$ cat config.mk
export PLATFORM = sky130hd
export DESIGN_NAME = fetch_unit_buffered_flat
export DESIGN_NICKNAME = d
export VERILOG_FILES = /design/src/rtl/fetch_unit_buffered_pkg.sv /design/src/rtl/fetch_unit_buffered_if.sv /design/src/rtl/fetch_unit_buffered_branch_target_calc.sv /design/src/rtl/fetch_unit_buffered.sv /design/src/flat_wrapper.sv
export SDC_FILE = /design/constraint.sdc
export NUM_CORES = 1
export LEC_CHECK = 0
export CAP_MARGIN = 20
export CORE_MARGIN = 2
export CORE_UTILIZATION = 56
export CTS_CLUSTER_DIAMETER = 120
export CTS_CLUSTER_SIZE = 28
export DETAILED_ROUTE_END_ITERATION = 16
export GPL_TIMING_DRIVEN = 0
export PLACE_DENSITY = 0.91
export SYNTH_ARGS = -nofsm -noshare
export SYNTH_HDL_FRONTEND = slang
export SYNTH_SLANG_ARGS = --single-unit
$ cat constraint.sdc
create_clock -name clk -period 7.1 [get_ports clk]
set_clock_uncertainty 0.1 [all_clocks]
set_input_delay 2.13 -clock clk [delete_from_list [all_inputs] [get_ports clk]]
set_output_delay 2.13 -clock clk [all_outputs]
set_load 0.02 [all_outputs]
$ cat src/rtl/fetch_unit_buffered_pkg.sv
// Shared types and constants for the buffered fetch stage.
package fetch_pkg;

    localparam int MAX_ADDR_W  = 64;
    localparam int INSTR_BYTES = 4;
    localparam int COND_LSB    = 5;
    localparam int COND_MSB    = 23;
    localparam int UNCOND_MSB  = 25;

    // One prefetch FIFO slot: the fetched word and the PC it came from.
    typedef struct packed {
        logic [MAX_ADDR_W-1:0] pc;
        logic [31:0]           instr;
    } fetch_entry_t;

endpackage

$ cat src/rtl/fetch_unit_buffered_if.sv
// Redirect and decode handshake between the fetch stage and the rest of the pipeline.
interface fetch_unit_buffered_if #(
    parameter int ADDR_W = 64
);
    logic              redir_valid;
    logic [ADDR_W-1:0] redir_pc;
    logic [31:0]       redir_instr;
    logic              redir_uncond;

    logic              dec_valid;
    logic              dec_ready;
    logic [ADDR_W-1:0] dec_pc;
    logic [31:0]       dec_instr;

    // Fetch unit side: takes redirects, presents the FIFO head.
    modport master (
        input  redir_valid, redir_pc, redir_instr, redir_uncond, dec_ready,
        output dec_valid, dec_pc, dec_instr
    );

    // Pipeline side: issues redirects, consumes the FIFO head.
    modport slave (
        output redir_valid, redir_pc, redir_instr, redir_uncond, dec_ready,
        input  dec_valid, dec_pc, dec_instr
    );
endinterface

$ cat src/rtl/fetch_unit_buffered_branch_target_calc.sv
// Branch target = base_pc + (sext(imm) << 2), built from the datapath leaf cells.

module condAddr19Extend (
    input  logic [18:0] condAddr19,
    output logic [63:0] extended
);
    assign extended = {{45{condAddr19[18]}}, condAddr19};
endmodule

module brAddr26Extend (
    input  logic [25:0] brAddr26,
    output logic [63:0] extended
);
    assign extended = {{38{brAddr26[25]}}, brAddr26};
endmodule

module mux2_1_64 (
    input  logic [63:0] in0,
    input  logic [63:0] in1,
    input  logic        sel,
    output logic [63:0] result
);
    assign result = sel ? in1 : in0;
endmodule

module shiftLeftByTwo (
    input  logic [63:0] value,
    output logic [63:0] shifted
);
    assign shifted = value << 2;
endmodule

module fullAdder_64 (
    input  logic [63:0] a,
    input  logic [63:0] b,
    output logic [63:0] sum
);
    assign sum = a + b;
endmodule

module branch_target_calc
    import fetch_pkg::*;
#(
    parameter int ADDR_W   = 64,
    parameter int COND_W   = 19,
    parameter int UNCOND_W = 26
) (
    input  logic [ADDR_W-1:0] base_pc,
    input  logic [31:0]       instr,
    input  logic              uncond,
    output logic [ADDR_W-1:0] target
);
    logic [COND_W-1:0]   condField;
    logic [UNCOND_W-1:0] brField;
    logic [63:0]         basePc64;
    logic [63:0]         condExt;
    logic [63:0]         brExt;
    logic [63:0]         immSel;
    logic [63:0]         immShifted;
    logic [63:0]         sum64;
    logic                unusedOpcode;

    // Opcode bits above the widest immediate never affect the target.
    assign unusedOpcode = ^instr[31:UNCOND_MSB+1];

    assign condField = instr[COND_MSB:COND_LSB];
    assign brField   = instr[UNCOND_MSB:0];
    assign basePc64  = 64'(base_pc);

    condAddr19Extend u_condExt (.condAddr19(condField), .extended(condExt));
    brAddr26Extend   u_brExt   (.brAddr26(brField), .extended(brExt));
    mux2_1_64        u_immMux  (.in0(condExt), .in1(brExt), .sel(uncond), .result(immSel));
    shiftLeftByTwo   u_shift   (.value(immSel), .shifted(immShifted));
    fullAdder_64     u_add     (.a(basePc64), .b(immShifted), .sum(sum64));

    // Truncation makes the add modulo 2^ADDR_W; unaligned low bits pass through.
    assign target = sum64[ADDR_W-1:0];
endmodule

$ cat src/rtl/fetch_unit_buffered.sv
// IF stage: PC register, instruction ROM read, show-ahead prefetch FIFO and redirect flush.

// Stand-in instruction ROM: combinational, contents are a fixed function of the address.
module instructmem (
    input  logic [63:0] address,
    output logic [31:0] instr
);
    localparam logic [31:0] ROM_SEED = 32'h9E37_79B9;
    assign instr = address[31:0] ^ address[63:32] ^ ROM_SEED;
endmodule

module fetch_unit_buffered
    import fetch_pkg::*;
#(
    parameter int              ADDR_W      = 64,
    parameter logic [ADDR_W-1:0] RESET_PC  = '0,
    parameter int              FETCH_DEPTH = 4,
    parameter int              COND_W      = 19,
    parameter int              UNCOND_W    = 26
) (
    input  logic                           clk,
    input  logic                           reset,
    input  logic                           fetch_en,
    fetch_unit_buffered_if.master          bus,
    output logic [$clog2(FETCH_DEPTH):0]   fifo_count,
    output logic [ADDR_W-1:0]              fetch_pc
);
    localparam int PTR_W = $clog2(FETCH_DEPTH);
    localparam int CNT_W = PTR_W + 1;

    fetch_entry_t      fifoMem [FETCH_DEPTH];
    fetch_entry_t      headEntry;
    logic [PTR_W-1:0]  rdPtr;
    logic [PTR_W-1:0]  wrPtr;
    logic [CNT_W-1:0]  count;
    logic [ADDR_W-1:0] pcReg;
    logic [ADDR_W-1:0] pcPlus4;
    logic [ADDR_W-1:0] target;
    logic [31:0]       memInstr;
    logic              pop;
    logic              push;

    instructmem u_imem (
        .address (64'(pcReg)),
        .instr   (memInstr)
    );

    branch_target_calc #(
        .ADDR_W   (ADDR_W),
        .COND_W   (COND_W),
        .UNCOND_W (UNCOND_W)
    ) u_btc (
        .base_pc (bus.redir_pc),
        .instr   (bus.redir_instr),
        .uncond  (bus.redir_uncond),
        .target  (target)
    );

    assign pcPlus4       = pcReg + ADDR_W'(INSTR_BYTES);
    assign bus.dec_valid = (count != '0);
    assign pop           = bus.dec_valid & bus.dec_ready;
    // A pop frees a slot at the same edge, so a full FIFO keeps streaming at one word per cycle.
    assign push          = fetch_en & ~bus.redir_valid & ((count < CNT_W'(FETCH_DEPTH)) | pop);
    assign headEntry     = fifoMem[rdPtr];
    assign fifo_count    = count;
    assign fetch_pc      = pcReg;

    // PC, pointers and occupancy: reset, then redirect flush, then normal push/pop.
    always_ff @(posedge clk) begin
        // NOTE: all state is updated with <= so every register samples pre-edge values.
        if (reset) begin
            pcReg <= RESET_PC;
            count <= '0;
            rdPtr <= '0;
            wrPtr <= '0;
        end else if (bus.redir_valid) begin
            pcReg <= target;
            count <= '0;
            rdPtr <= '0;
            wrPtr <= '0;
        end else begin
            if (push) begin
                pcReg <= pcPlus4;
                wrPtr <= wrPtr + PTR_W'(1);
            end
            if (pop) begin
                rdPtr <= rdPtr + PTR_W'(1);
            end
            count <= count + CNT_W'(push) - CNT_W'(pop);
        end
    end

    // FIFO storage write; the ROM word is captured at the edge it is read.
    always_ff @(posedge clk) begin
        // NOTE: storage is not reset; count=0 already marks every slot empty.
        if (!reset && push) begin
            fifoMem[wrPtr] <= '{pc: MAX_ADDR_W'(pcReg), instr: memInstr};
        end
    end

    // Show-ahead head output, forced to zero while the FIFO is empty.
    always_comb begin
        // NOTE: defaults first so no path leaves an output unassigned (no latch).
        bus.dec_pc    = '0;
        bus.dec_instr = '0;
        if (bus.dec_valid) begin
            bus.dec_pc    = headEntry.pc[ADDR_W-1:0];
            bus.dec_instr = headEntry.instr;
        end
    end
endmodule

$ cat src/flat_wrapper.sv
// flat-port wrapper written by rule: the top's interface ports become plain ports
module fetch_unit_buffered_flat import fetch_pkg::*;
#(
    parameter int              ADDR_W      = 64,
    parameter logic [ADDR_W-1:0] RESET_PC  = '0,
    parameter int              FETCH_DEPTH = 4,
    parameter int              COND_W      = 19,
    parameter int              UNCOND_W    = 26
)
  (clk, reset, fetch_en, fifo_count, fetch_pc, bus_redir_valid, bus_redir_pc, bus_redir_instr, bus_redir_uncond, bus_dec_ready, bus_dec_valid, bus_dec_pc, bus_dec_instr);
  fetch_unit_buffered_if #(.ADDR_W(ADDR_W)) bus_i ();
  input  logic clk;
  input  logic reset;
  input  logic fetch_en;
  output logic [$clog2(FETCH_DEPTH):0] fifo_count;
  output logic [ADDR_W-1:0] fetch_pc;
  input wire logic [$bits(bus_i.redir_valid)-1:0] bus_redir_valid;
  input wire logic [$bits(bus_i.redir_pc)-1:0] bus_redir_pc;
  input wire logic [$bits(bus_i.redir_instr)-1:0] bus_redir_instr;
  input wire logic [$bits(bus_i.redir_uncond)-1:0] bus_redir_uncond;
  input wire logic [$bits(bus_i.dec_ready)-1:0] bus_dec_ready;
  output wire logic [$bits(bus_i.dec_valid)-1:0] bus_dec_valid;
  output wire logic [$bits(bus_i.dec_pc)-1:0] bus_dec_pc;
  output wire logic [$bits(bus_i.dec_instr)-1:0] bus_dec_instr;
  assign bus_i.redir_valid = bus_redir_valid;
  assign bus_i.redir_pc = bus_redir_pc;
  assign bus_i.redir_instr = bus_redir_instr;
  assign bus_i.redir_uncond = bus_redir_uncond;
  assign bus_i.dec_ready = bus_dec_ready;
  assign bus_dec_valid = bus_i.dec_valid;
  assign bus_dec_pc = bus_i.dec_pc;
  assign bus_dec_instr = bus_i.dec_instr;
  fetch_unit_buffered #(.ADDR_W(ADDR_W), .RESET_PC(RESET_PC), .FETCH_DEPTH(FETCH_DEPTH), .COND_W(COND_W), .UNCOND_W(UNCOND_W)) u_core (.clk(clk), .reset(reset), .fetch_en(fetch_en), .bus(bus_i), .fifo_count(fifo_count), .fetch_pc(fetch_pc));
endmodule
# Word-level counts from Yosys, hierarchy flattened
# Memory sizes are Yosys's and may differ from the RTL's. A register that Yosys moved wholly into a read port is not among the register bits.
# Cells that the tools add are included.
[word_totals] n_memories=1 output_inout_bits=164 elab_cells=33 ram_bits=384 regBits=71
[op_classes] muxes=9 bitwise=7 order_cmp=1 add_sub_neg=6 reduce_logical=5
[mem_list] memory="u_core.fifoMem" depth=4 word_bits=96 read_ports=1 rd_ports_with_merged_regs=1 wr=1 line="fetch_unit_buffered.sv:31" rtl="fetch_entry_t fifoMem [FETCH_DEPTH];"
[op_table] cell="two-way mux 64 bit" count=3
[op_table] cell="adder 64 x 3 -> 64 bit, second input constant" count=1
[op_table] cell="adder 64 bit" count=1
[op_table] cell="two-way mux 62 bit" count=1
[op_table] cell="two-way mux 32 bit" count=1
[op_table] cell="bitwise XOR 32 bit" count=1
[op_table] cell="NOT 20 bit" count=1
[op_table] cell="adder 2 x 1 -> 2 bit, second input constant" count=2
[op_table] cell="two-way mux 2 bit" count=2
[op_table] cell="adder 3 x 1 -> 3 bit" count=1
[op_table] cell="AND 1 bit" count=3
[op_table] cell="< comparator 3 bit, second input constant" count=1
[op_table] cell="nonzero test 3 bit" count=1
[op_table] cell="subtractor 3 x 1 -> 3 bit" count=1
[op_table] cell="two-way mux 1 bit" count=2
[op_table] cell="nonzero test 2 bit" count=1
[op_table] cell="OR reduction 2 bit" count=1
[op_table] cell="logical AND 1 bit" count=1
[op_table] cell="zero test 1 bit" count=1
[op_table] cell="NOT 1 bit" count=1
[op_table] cell="OR 1 bit" count=1

# Logic depth before layout (Yosys ltp)
[logic_depth] depth_word=7 depth_mapped=16 mapped_depth_nobuf=13

# Hierarchy
# A second synthesis with hierarchy kept.
[unflattened] hier_cells=2024 hier_area_um2=25708.4
[by_module_without_submodules] mod="fetch_unit_buffered" instances=1 area_per_inst_um2=18983.2 cells_each=1174
[by_module_without_submodules] mod="fullAdder_64" instances=1 area_per_inst_um2=3922.5 cells_each=554
[by_module_without_submodules] mod="mux2_1_64" instances=1 area_per_inst_um2=1077.3 cells_each=71
[by_module_without_submodules] mod="shiftLeftByTwo" instances=1 area_per_inst_um2=484.2 cells_each=65
[by_module_without_submodules] mod="brAddr26Extend" instances=1 area_per_inst_um2=480.5 cells_each=64
[by_module_without_submodules] mod="condAddr19Extend" instances=1 area_per_inst_um2=480.5 cells_each=64
[by_module_without_submodules] mod="instructmem" instances=1 area_per_inst_um2=280.3 cells_each=32

# Worst setup path before layout
# OpenSTA, ideal clock, no wires.
[synth_timing] kind="input port to flip-flop" from="input port bus_redir_uncond" to="register u_core.pcReg[58] (netlist: u_core.fetch_pc[58])" setup_time_ps=116 setup_slack_ps=1049 t_arrival_ps=5835 required_ps=6884 stages=15 cell_sequence="clkbuf_1 > nand2b_1 > nand2_1 > ha_1 > clkbuf_1 > a21oi_1 > o21ai_0 > nand2b_1 > a21oi_1 > o21a_1 > nor2_1 > a2111oi_0 > nor3_1 > or3_1 > a31o_2"
[synth_between] elab_chain_len=3
[synth_rtl] element="from (decl)" line="flat_wrapper.sv:20" rtl="input wire logic [$bits(bus_i.redir_uncond)-1:0] bus_redir_uncond;"
[synth_rtl] element="two-way mux 62 bit" line="fetch_unit_buffered_branch_target_calc.sv:23" rtl="assign result = sel ? in1 : in0;"
[synth_rtl] element="adder 64 bit" line="fetch_unit_buffered_branch_target_calc.sv:38" rtl="assign sum = a + b;"
[synth_rtl] element="two-way mux 64 bit" line="fetch_unit_buffered.sv:76" rtl="end else if (bus.redir_valid) begin"
[synth_rtl] element="to (signal assigned)" line="fetch_unit_buffered.sv:77" rtl="pcReg <= target;"
[synth_rtl] element="to (signal assigned)" line="fetch_unit_buffered.sv:83" rtl="pcReg <= pcPlus4;"
[synth_rtl] element="to (decl)" line="fetch_unit_buffered.sv:36" rtl="logic [ADDR_W-1:0] pcReg;"
# No other way between the ends.
# A chain may end at the register's enable or synchronous reset.

# Worst setup path after layout
[layout_timing] from="input port bus_redir_uncond" to="register u_core.pcReg[53] (netlist: u_core.fetch_pc[53])"
# The elaborated chain is that of the path after synthesis.

==> metrics.yaml <==
ys_types: 64
dieHeight_um: 203
setup_tns_ns: 0
holdBufCountCts: 0
cts-resized-gates: 0
p_int_mw: 4.18
status: "finished clean"
die_w_um: 203
synth_common_cells: "edfxtp_1 (384), nor2_1 (116), nand2_1 (109)"
synth_area_leaders: "edfxtp_1 (52%), mux4_2 (9.7%), dfxtp_1 (6.6%), ha_1 (3.8%), xnor2_1 (3.6%)"
synth.net_count: 1844
hold_path_end: "u_core.wrPtr[1]"
rsz0062_at_grt: "false"
start_kind: "primary input"
dp_hpwl_um: 43800
finalSetupViolCount: 0
switching_share_pct: 29.0
synth_largest_area_cell: "edfxtp_1"
antenna_found_initial: 1
fin_crit_sh_pct: 90.0
synth_flop_cell: "edfxtp_1"
regArea_um2: 13000
synth-edff-count: 384
rrSetupSlack_ns: 3.44
drc: 0
cts-root-buf: "clkbuf_16"
gp_congestion: 0.955
htree_levels: 1
die-area_um2: 41400
vias_per_cell: 6.26
io_pins: 266
avgSynthCellArea_um2: 13.3
worst_hold_path_type: "reg -> reg"
cts_buffer_depth: 3
grt_pass1_wl_um: 91800
clock_latency_ns: 0.55
routed_wl_um: 61600
via_count: 15600
grtUsageTotal_pct: 29.4
grt_pass1_vias: 15300
crit_type: "in -> reg"
p_clk_share_pct: 23.2
p_per_area_nw_per_um2: 224
wl_per_cell_um: 24.6
cts_tree: "built"
cts.sinks: 457
netlist_area_um2: 22300
worst_pin_slew_ns: 0.955
drt_iter0_drc: 2019
areaGrowthSynthToFinish_pct: 18.0
first_pass_iters: 6
yosysMostFrequentCell: "edfxtp_1"
drive_gt1_share_pct: 8.51
slew_headroom_pct: 36.3
initial_core_util_pct: 56.4
port_buffers: 258
fillers: 2718
worst-endpoint-required_ns: 7.40
clk_pin_slew_worst_paths_ns: 0.11
layout.nets: 2131
p_switching_mw: 1.70
antenna_cells: 0
peakVddDrop_mv: 0.168
fp.coreArea_um2: 39500
leakage_nw: 8.77
final_util_pct: 66.6
maxCapViolCount: 0
r2r-start: "u_core.fetch_pc[23]"
synth_warnings: 0
crit_path_end_kind: "flop"
pwr-share-seq_pct: 55.0
multi_input_area_um2: 8870
fmax_mhz: 156
synth-seq-area-share_pct: 58.3
holdPathStages: 2
comb_power_share_pct: 21.8
post_cts_buffers: 0
reg2reg_to: "u_core.fetch_pc[52]"
postSynthCellCount: 1672
crit_fanout: 10
cts_buffers: 20
drv_slew: 0
ys_ff_latch: 457
min-delay-start: "u_core.wrPtr[1]"
gr-total-overflow: 0
layout_min_cycle_time_ns: 6.39
netlist.area_leader.share_pct: 51.8
async_flop_share_pct: 0
worst_r2r_path_depth: 10
grt_max_degree: 54
rows: 73
cp.arrival_ns: 6.69
hold_violations: 0
ant_nets: 0
-- flip-flops by register name (all words and copies together), names as in the netlist, named ones only --
name / flops
u_core.fifoMem: 384
u_core.wrPtr: 2
u_core.rdPtr: 2
u_core.fetch_pc: 64
u_core.fifo_count: 3
-- worst max-delay path by stage --
| stage | startpoint | to | slack (ns) | cells after the start |
|---|---|---|---|---|
| after floorplan | bus_redir_uncond | u_core.fetch_pc[58] | 1.05 | 15 |
| after global placement | bus_dec_ready | u_core.fifoMem[0][7] | -0.78 | 5 |
| after detailed placement | bus_redir_uncond | u_core.fetch_pc[53] | 0.26 | 14 |
| after CTS | bus_redir_uncond | u_core.fetch_pc[53] | 0.80 | 14 |
| after global routing | bus_redir_uncond | u_core.fetch_pc[53] | 0.49 | 14 |
| final | bus_redir_uncond | u_core.fetch_pc[53] | 0.71 | 14 |
-- cells in the final DEF (no fill, tap or decap), types with 73 or more instances in the layout --
master	count
clkbuf_1	85
edfxtp_1	384
clkdlybuf4s50_1	258
nor2_1	116
nand2_1	109
and2_1	103
mux4_2	96
dfxtp_1	73
a21oi_1	85
xnor2_1	92
-- cell type report --
class / count / area share [%]
Clock inverter: 1 / 0.0761
Clock buffer: 35 / 2.20
Tap cell: 525 / 2.50
Sequential cell: 457 / 49.4
Timing Repair Buffer: 265 / 10.5
Multi-Input combinational cell: 1102 / 33.7
Buffer: 82 / 1.17
Inverter: 31 / 0.443
-- power by group through the flow --
stage	combinational (mW)	clock, mW	sequential [mW]
3_5_place_dp	1.26	0	3.28
5_1_grt	1.37	1.44	3.24
4_1_cts	1.27	1.36	3.22
6_report	1.28	1.36	3.23
2_1_floorplan	0.708	0	3.25
3_3_place_gp	1.22	0	3.27
-- cells by family after synthesis --
logic type	after synthesis	share of synthesized area (%)
AO/OA/AOI/OAI	282	8.28
XOR/XNOR	145	5.70
adder cells (fa/ha/maj)	70	4.00
buffers and inverters	113	1.90
flip-flops	457	58.3
multiplexers	116	10.7
AND/OR/NAND/NOR	489	11.1
-- per-layer routing --
layer / GRT usage (%) / share of wire [%] / up-vias / routed length, um
met3: 4.07 / 9.0 / 171 / 5520
met1: 38.8 / 38 / 7609 / 23300
met4: 11.9 / 4.6 / 0 / 2850
met2: 49.5 / 49 / 952 / 29900
met5: 0 / 0 / - / 0
li1: - / - / 6902 / -
-- critical path, cell delays in order --
cell	delay, ns
clkbuf_1	0.35
clkbuf_1	0.47
mux2_2	0.40
ha_1	0.38
a21oi_1	0.23
o21ai_0	0.13
a21oi_1	0.22
o221a_2	0.23
a21oi_1	0.10
o31ai_1	0.48
a2111oi_2	0.24
or4_1	0.59
and2_1	0.19
o311ai_1	0.56
-- stage by stage --
| step | cell area [um2] | power, mW | hold slack (ns) | setup WS (ns) | std cells |
|---|---|---|---|---|---|
| floorplan | 22300 | 3.96 | 0.369 | 1.05 | 1672 |
| global placement | 25500 | 4.49 | 0.377 | -0.776 | 2455 |
| detailed placement | 25700 | 4.54 | 0.421 | 0.264 | 2462 |
| CTS | 26300 | 5.85 | 0.435 | 0.797 | 2498 |
| global route | 26300 | 6.05 | 0.458 | 0.488 | 2498 |
| finish | 26300 | 5.88 | 0.448 | 0.709 | 2498 |
No activity file was read; power rests on OpenSTA's default activity.
